`config.mk`:
```
export PLATFORM = sky130hd
export DESIGN_NAME = mux_rr_arbiter
export DESIGN_NICKNAME = d
export VERILOG_FILES = /design/src/rtl/mux_arb_pkg.sv /design/src/rtl/mux_w.sv /design/src/rtl/mux_rr_arbiter.sv
export SDC_FILE = /design/constraint.sdc
export NUM_CORES = 1
export LEC_CHECK = 0
export BUFFER_PORTS_ARGS = -buffer_cell sky130_fd_sc_hd__buf_4
export CAP_MARGIN = 20
export CORE_MARGIN = 2
export CORE_UTILIZATION = 50
export DETAILED_ROUTE_END_ITERATION = 8
export HOLD_SLACK_MARGIN = 0.05
export PLACE_DENSITY_LB_ADDON = 0.08
export SLEW_MARGIN = 20
export SYNTH_ARGS = -nofsm -noshare
export SYNTH_HDL_FRONTEND = slang
export SYNTH_SLANG_ARGS = --single-unit
```
`constraint.sdc`:
```
create_clock -name clk -period 5.2 [get_ports clk]
set_clock_uncertainty 0.15 [all_clocks]
set_input_delay 0.78 -clock clk [delete_from_list [all_inputs] [get_ports clk]]
set_output_delay 0.78 -clock clk [all_outputs]
set_load 0.01 [all_outputs]
```
`src/rtl/mux_arb_pkg.sv`:
```
// ----------------------------------------------------------------------------
// mux_arb_pkg
//   Shared types and helpers for the two-requester round-robin mux arbiter.
//   - arb_state_e : arbiter FSM states (IDLE, OWN0, OWN1)
//   - cnt_width() : width of the burst counter, max(1, $clog2(max_burst))
// ----------------------------------------------------------------------------
package mux_arb_pkg;

  typedef enum logic [1:0] {
    IDLE = 2'd0,
    OWN0 = 2'd1,
    OWN1 = 2'd2
  } arb_state_e;

  // The counter only has to reach max_burst-1, so $clog2(max_burst) bits
  // suffice; a single-transfer burst still needs one bit to exist at all.
  function automatic int cnt_width(input int max_burst);
    int w;
    w = $clog2(max_burst);
    return (w < 1) ? 1 : w;
  endfunction

endpackage : mux_arb_pkg

```
`src/rtl/mux_w.sv`:
```
// ----------------------------------------------------------------------------
// mux_w
//   WIDTH-bit combinational 2:1 multiplexer.
//   Ports:
//     D0 : input  [WIDTH-1:0]  selected when S = 0
//     D1 : input  [WIDTH-1:0]  selected when S = 1
//     S  : input               select
//     Q  : output [WIDTH-1:0]  selected data
// ----------------------------------------------------------------------------
module mux_w #(
  parameter int WIDTH = 8
) (
  input  logic [WIDTH-1:0] D0,
  input  logic [WIDTH-1:0] D1,
  input  logic             S,
  output logic [WIDTH-1:0] Q
);

  assign Q = S ? D1 : D0;

endmodule : mux_w

```
`src/rtl/mux_rr_arbiter.sv`:
```
// ----------------------------------------------------------------------------
// mux_rr_arbiter
//   Two-requester round-robin arbiter owning the select of a shared 2:1 mux.
//   A requester keeps the resource for up to MAX_BURST transfers while the
//   other side waits; with no competition the burst window simply restarts.
//   The selected data is registered onto q with a one-cycle valid strobe.
//   Ports:
//     clk     : input               rising-edge clock
//     rst     : input               asynchronous reset, active-high
//     req0/1  : input               requester wants the resource
//     d0/d1   : input  [WIDTH-1:0]  requester data
//     gnt0/1  : output              requester owns the resource
//     sel     : output              mux select (0 = d0, 1 = d1), holds in IDLE
//     q       : output [WIDTH-1:0]  registered shared data
//     q_valid : output              q holds a transfer from the previous cycle
// ----------------------------------------------------------------------------
module mux_rr_arbiter
  import mux_arb_pkg::*;
#(
  parameter int WIDTH     = 8,
  parameter int MAX_BURST = 4
) (
  input  logic             clk,
  input  logic             rst,
  input  logic             req0,
  input  logic             req1,
  input  logic [WIDTH-1:0] d0,
  input  logic [WIDTH-1:0] d1,
  output logic             gnt0,
  output logic             gnt1,
  output logic             sel,
  output logic [WIDTH-1:0] q,
  output logic             q_valid
);

  localparam int            CW       = cnt_width(MAX_BURST);
  localparam logic [CW-1:0] CNT_LAST = CW'(MAX_BURST - 1);
  localparam logic [CW-1:0] CNT_ONE  = CW'(1);

  arb_state_e       r_state, w_state_nxt;
  logic             r_last,  w_last_nxt;   // last owner, loser of the next tie
  logic [CW-1:0]    r_cnt,   w_cnt_nxt;    // transfers done in this tenure
  logic             r_sel,   w_sel_nxt;
  logic [WIDTH-1:0] r_q;
  logic             r_q_valid;
  logic [WIDTH-1:0] w_mux;
  logic             w_xfer;

  // --------------------------------------------------------------------------
  // Shared data mux, steered by the registered select
  // --------------------------------------------------------------------------
  mux_w #(
    .WIDTH (WIDTH)
  ) u_mux (
    .D0 (d0),
    .D1 (d1),
    .S  (r_sel),
    .Q  (w_mux)
  );

  // A transfer needs the owner to still be requesting in this cycle.
  assign w_xfer = ((r_state == OWN0) && req0) ||
                  ((r_state == OWN1) && req1);

  // --------------------------------------------------------------------------
  // FSM state register
  // --------------------------------------------------------------------------
  always_ff @(posedge clk or posedge rst) begin
    if (rst) begin
      r_state <= IDLE;
      r_last  <= 1'b1;
      r_cnt   <= '0;
      r_sel   <= 1'b0;
    end else begin
      r_state <= w_state_nxt;
      r_last  <= w_last_nxt;
      r_cnt   <= w_cnt_nxt;
      r_sel   <= w_sel_nxt;
    end
  end

  // --------------------------------------------------------------------------
  // Next-state / bookkeeping logic
  // --------------------------------------------------------------------------
  always_comb begin
    w_state_nxt = r_state;
    w_last_nxt  = r_last;
    w_cnt_nxt   = r_cnt;

    case (r_state)
      IDLE: begin
        w_cnt_nxt = '0;
        if (req0 && req1)
          w_state_nxt = r_last ? OWN0 : OWN1;
        else if (req0)
          w_state_nxt = OWN0;
        else if (req1)
          w_state_nxt = OWN1;
      end

      OWN0: begin
        if (!req0) begin
          // Release: no transfer this cycle, costs one dead cycle.
          w_last_nxt  = 1'b0;
          w_cnt_nxt   = '0;
          w_state_nxt = req1 ? OWN1 : IDLE;
        end else if (r_cnt == CNT_LAST) begin
          // Burst limit: hand over with no dead cycle only if someone waits.
          w_cnt_nxt = '0;
          if (req1) begin
            w_state_nxt = OWN1;
            w_last_nxt  = 1'b0;
          end
        end else begin
          w_cnt_nxt = r_cnt + CNT_ONE;
        end
      end

      OWN1: begin
        if (!req1) begin
          w_last_nxt  = 1'b1;
          w_cnt_nxt   = '0;
          w_state_nxt = req0 ? OWN0 : IDLE;
        end else if (r_cnt == CNT_LAST) begin
          w_cnt_nxt = '0;
          if (req0) begin
            w_state_nxt = OWN0;
            w_last_nxt  = 1'b1;
          end
        end else begin
          w_cnt_nxt = r_cnt + CNT_ONE;
        end
      end

      default: begin
        w_state_nxt = IDLE;
        w_cnt_nxt   = '0;
      end
    endcase
  end

  // Select follows ownership and keeps its last value while idle.
  always_comb begin
    w_sel_nxt = r_sel;
    case (w_state_nxt)
      OWN0:    w_sel_nxt = 1'b0;
      OWN1:    w_sel_nxt = 1'b1;
      default: w_sel_nxt = r_sel;
    endcase
  end

  // --------------------------------------------------------------------------
  // Registered output stage
  // --------------------------------------------------------------------------
  always_ff @(posedge clk or posedge rst) begin
    if (rst) begin
      r_q       <= '0;
      r_q_valid <= 1'b0;
    end else begin
      r_q_valid <= w_xfer;
      if (w_xfer)
        r_q <= w_mux;
    end
  end

  assign gnt0    = (r_state == OWN0);
  assign gnt1    = (r_state == OWN1);
  assign sel     = r_sel;
  assign q       = r_q;
  assign q_valid = r_q_valid;

endmodule : mux_rr_arbiter

```
## After elaboration in Yosys (flattened, before gate mapping)

Cells that the tools add are included.

- $add $sub $neg: 1
- Equality and inequality tests: 9
- Muxes and demuxes: 25
- Reduce and logical (&&, ||, !) cells: 8

Operators by type and width:

| kind | count |
|---|---|
| $mux W2 | 13 |
| $mux W8 | 1 |
| $mux W1 | 7 |
| $eq A2 B2 Y1 const B | 3 |
| $ne A3 B2 Y1 const B | 2 |
| $ne A3 B3 Y1 const B | 2 |
| $pmux W2 S3 | 1 |
| $reduce_and A5 Y1 | 1 |
| $eq A2 B1 Y1 const B | 2 |
| $pmux W1 S2 | 2 |
| $pmux W2 S2 | 1 |
| $reduce_bool A2 Y1 | 2 |
| $logic_and A1 B1 Y1 | 3 |
| $add A2 B1 Y2 const B | 1 |
| $logic_not A2 Y1 | 1 |
| $logic_or A1 B1 Y1 | 1 |

- Bits of input ports: 20
- Output and inout port bits: 12
- Register bits after elaboration: 15
- Logic and storage cells: 49

## Logic depth before layout (Yosys ltp)

- Word-level depth: 6
- Gate-level depth with buffers: 7
- Depth with buffers taken out: 7

## By module

A second synthesis with hierarchy kept.

- Cell total of the unflattened synthesis: 91
- Area, all modules: 913.4 µm²

By module, submodules not included:

| module | area an instance (µm²) | times used | cells each | seq. area each (µm²) |
|---|---|---|---|---|
| mux_rr_arbiter | 782.0 | 1 | 82 | 376.6 |
| mux_w | 131.4 | 1 | 9 | 0.0 |

## Least setup slack after synthesis

No wires, ideal clock.

- Path type: input to register
- Start: input req0
- End: register r_sel (netlist: sel)
- Library setup time: 0.125 ns
- Data required time: 4.925 ns
- Data arrival time: 1.959 ns
- Cell stages on the path: 5
- Path buffers: 1
- Slack: 2.966 ns
- Path through: clkbuf_1 > o211a_1 > o41ai_1 > ha_1 > mux2_2

- Cells in the longest elaborated chain, start to end: 6
- Elaborated cells on any way between the ends: 13
- Those cells by class: 2 x eq/ne; 9 x mux; 2 x reduce/logical

RTL lines:

| what | line | source |
|---|---|---|
| from (decl) | mux_rr_arbiter.sv:25 | `input logic req0,` |
| $mux W2 | mux_rr_arbiter.sv:126 | `if (req0) begin` |
| $mux W2 | mux_rr_arbiter.sv:124 | `end else if (r_cnt == CNT_LAST) begin` |
| $mux W2 | mux_rr_arbiter.sv:120 | `if (!req1) begin` |
| $pmux W2 S3 (*) | mux_rr_arbiter.sv:90 | `case (r_state)` |
| $eq A2 B2 Y1 / $eq A2 B1 Y1 (equally long branches) | mux_rr_arbiter.sv:145 | `case (w_state_nxt)` |
| $pmux W1 S2 / $reduce_bool A2 Y1 (equally long branches) | - |  |
| to (signal assigned) | mux_rr_arbiter.sv:78 | `r_sel <= w_sel_nxt;` |
| to (decl) | mux_rr_arbiter.sv:43 | `logic r_sel, w_sel_nxt;` |

Every way passes the cells marked *; elsewhere a longest branch is shown, timed or not.
A chain may end at the register's enable or synchronous reset.

## Final worst setup path

- Start: register r_state[1]
- End: register r_sel (netlist: sel)

- Cells in the longest elaborated chain, start to end: 6
- Elaborated cells on any way between the ends: 16
- Those cells by class: 4 x eq/ne; 10 x mux; 2 x reduce/logical

RTL lines:

| what | line | source |
|---|---|---|
| from (decl) | mux_rr_arbiter.sv:40 | `arb_state_e r_state, w_state_nxt;` |
| from (signal assigned) | mux_rr_arbiter.sv:75 | `r_state <= w_state_nxt;` |
| $mux W2, on equally long branches | mux_rr_arbiter.sv:126, mux_rr_arbiter.sv:97, mux_rr_arbiter.sv:110 |  |
| $mux W2, on equally long branches | mux_rr_arbiter.sv:124, mux_rr_arbiter.sv:95, mux_rr_arbiter.sv:107 |  |
| $mux W2, on equally long branches | mux_rr_arbiter.sv:120, mux_rr_arbiter.sv:93, mux_rr_arbiter.sv:102 |  |
| $pmux W2 S3 (*) | mux_rr_arbiter.sv:90 |  |
| via w_state_nxt[1] | mux_rr_arbiter.sv:40 |  |
| $eq A2 B2 Y1 / $eq A2 B1 Y1 (equally long branches) | mux_rr_arbiter.sv:145 |  |
| $pmux W1 S2 / $reduce_bool A2 Y1 (equally long branches) | - |  |

The timed path passes the listed nets; every way through them passes the cells marked *.

==> impl_metrics.tcl <==
set metrics [dict create \
    status "finished clean" \
    grt_usage_pct 18.7 \
    clock_latency_ps 280 \
    critPathMostFrequentCell "ha_1" \
    antenna_found_initial 0 \
    ant_nets 0 \
    leakage_nw 0.561 \
    r2r_slack_ps 2880 \
    end_kind "flop" \
    cts_made_buffers 3 \
    drive_gt1_share_pct 34.2 \
    cts_tree "done" \
    postCtsSetupBuffers 0 \
    relSlewSlack_pct 55.1 \
    vias 700 \
    h-tree-depth 1 \
    fin_crit_sh_pct 44.7 \
    yosysTopAreaCell "dfrtp_1" \
    crit_path_max_incr_delay_ps 460 \
    arrival_ps 2340 \
    max_freq_mhz 430 \
    slew_viol_final 0 \
    start_util_pct 53.7 \
    fin_nets 141 \
    tightest_slew_ps 674 \
    routed_wl_microns 1590 \
    placed_area_sq_um 1060 \
    ctsResizeCount 0 \
    clk_pin_slew_ps 90 \
    dp_hpwl_microns 1240 \
    criticalPathCategory "flop to flop" \
    switching_share_pct 38.2 \
    hold_buffers 0 \
    synth_area_sq_um 818 \
    path_max_fanout 7 \
    hold_class "flop to flop" \
    synth_ff_type "dfrtp_1" \
    diodes 0 \
    ioPinCount 32 \
    postSynthAreaPerCell_sq_um 9.98 \
    async_flop_share_pct 100 \
    die_h_microns 44.5 \
    ys_seq_elements 15 \
    required_ps 5220 \
    rsz0062_at_grt "no" \
    power.switching_uw 212 \
    synth_most_common_cell "dfrtp_1" \
    hold_violations 0 \
    grt_pass1_wl_microns 2670 \
    vias_per_cell 5.38 \
    crit_path_top_delay_cell "dfrtp_1" \
    portBuffers 31 \
    setup_tns_ps 0 \
    synth_top_cell_area_share_pct 42.8 \
    clock_sinks 15 \
    place.gp.congestion 0.898 \
    area_growth_pct 32.6 \
    ir_drop_mv 0.314 \
    cts.path.max_buffers 2 \
    dr.first_iter.drc_count 5 \
    comb_power_share_pct 49.6 \
    synthTopCellsByArea "dfrtp_1, mux2i_1, ha_1" \
    grt_max_degree 19 \
    cap_violations 0 \
    syn_nets 108 \
    dr.pass1.iters 4 \
    seq_area_frac_synth_pct 46.0 \
    power.density_nw_per_um2 511 \
    syn_inst 82 \
    ys_warn_count 0 \
    grt.overflow.total 0 \
    fp.dieArea_sq_um 1980 \
    finalCriticalPeriod_ps 2320 \
    yosysUniqueCellTypes 26 \
    cts-root-buf "clkbuf_4" \
    drt-wirelength-per-cell_microns 12.3 \
    rows 14 \
    synth_edf_count 0 \
    die_x_microns 44.5 \
    cp-start-kind "flop" \
    synthTopCellsByCount "dfrtp_1, nand2_1, o21ai_0" \
    drc 0 \
    intPower_uw 343 \
    grt_pass1_vias 638 \
    core-area_sq_um 1520 \
    pwr-share-clk_pct 11.8 \
    setup_viol 0 \
    final_area_sq_um 1080 \
    seqPwrFrac_pct 38.6 \
    crit_chain "inv_1, ha_1, nand2_1, a311o_1, a31oi_1, ha_1, mux2_2" \
]
-- per-layer routing --
layer / vias to the layer above / track usage, % / part of all wire (%)
met5: - / 0 / 0
met4: 0 / 5.45 / 0
met3: 0 / 4.90 / 7.5
met2: 31 / 33.5 / 53
met1: 314 / 22.0 / 39
li1: 355 / - / -
-- cell usage in the layout, fill, tap and decap left out --
| cell | netlist | routed |
|---|---|---|
| a21oi_1 | 3 | 3 |
| a22oi_2 | 1 | 1 |
| a311o_1 | 1 | 1 |
| a31o_2 | 1 | 1 |
| a31oi_1 | 1 | 1 |
| and3_1 | 3 | 3 |
| buf_4 | 0 | 31 |
| clkbuf_1 | 2 | 1 |
| clkbuf_4 | 0 | 3 |
| dfrtp_1 | 14 | 14 |
| dfstp_2 | 1 | 1 |
| ha_1 | 6 | 6 |
| inv_1 | 6 | 6 |
| inv_2 | 1 | 1 |
| mux2_2 | 1 | 1 |
| mux2i_1 | 8 | 8 |
| nand2_1 | 13 | 13 |
| nand3_1 | 1 | 1 |
| nand3b_1 | 1 | 1 |
| nor2_1 | 1 | 1 |
| nor3_1 | 1 | 1 |
| o211a_1 | 1 | 1 |
| o21ai_0 | 10 | 10 |
| o22a_1 | 1 | 1 |
| o22ai_1 | 1 | 1 |
| o41a_1 | 1 | 1 |
| o41ai_1 | 1 | 1 |
-- kinds of logic after synthesis --
kind of cell,share of synthesized area (%)
mux,11.2
buf+inv,4.74
simple gates,10.9
compound gates,18.0
flops,46.0
fa+ha+maj,9.17
-- final timing paths --
| check | endpoint | start | cells past startpoint |
|---|---|---|---|
| max | sel | r_state[1] | 7 |
| min | r_cnt[0] | r_cnt[0] | 1 |
| max reg2reg | sel | r_state[1] | 7 |
| min reg2reg | r_cnt[0] | r_cnt[0] | 1 |
| max in group asynchronous | r_last | rst | 2 |
| min in group asynchronous | r_state[1] | rst | 2 |
-- layout make-up --
type	instances	area [sq um]
Timing Repair Buffer	31	233
Clock buffer	4	26.3
Inverter	7	26.3
Multi-Input combinational cell	57	403
Fill cell	109	439
Tap cell	16	20.0
Sequential cell	15	377
-- stage by stage --
step	std cells	setup WS (ps)	utilization [%]	power [mW]	hold slack, ps
detailed placement	126	2810	69.5	0.494	290
global route	130	2740	71.2	0.598	319
CTS	130	2860	71.2	0.559	302
finish	130	2880	71.2	0.554	297
floorplan	82	2970	-	0.384	265
global placement	126	2860	69.5	0.486	285
-- worst max-delay path, delay by kind of cell, from the launching register on --
family | cells | cell delay, ps
AOI/OAI and AO/OA | 2 | 580
adders and majority gates | 2 | 570
buffers and inverters | 1 | 110
DFF | 1 | 460
muxes | 1 | 270
and+or+nand+nor | 1 | 80
-- flip-flops by register name, indices dropped and copies added (netlist names) --
signal / count
q: 8
q_valid: 1
r_cnt: 2
r_last: 1
r_state: 2
sel: 1
-- power by group through the flow --
stage               logic [mW]  registers (mW)  clock network (mW)
floorplan                0.167           0.217                   0
finish                   0.275           0.214              0.0657
detailed placement       0.277           0.217                   0
global route             0.304           0.219              0.0749
global placement         0.271           0.215                   0
CTS                      0.279           0.214              0.0666
No activity file was read; power rests on OpenSTA's default activity.
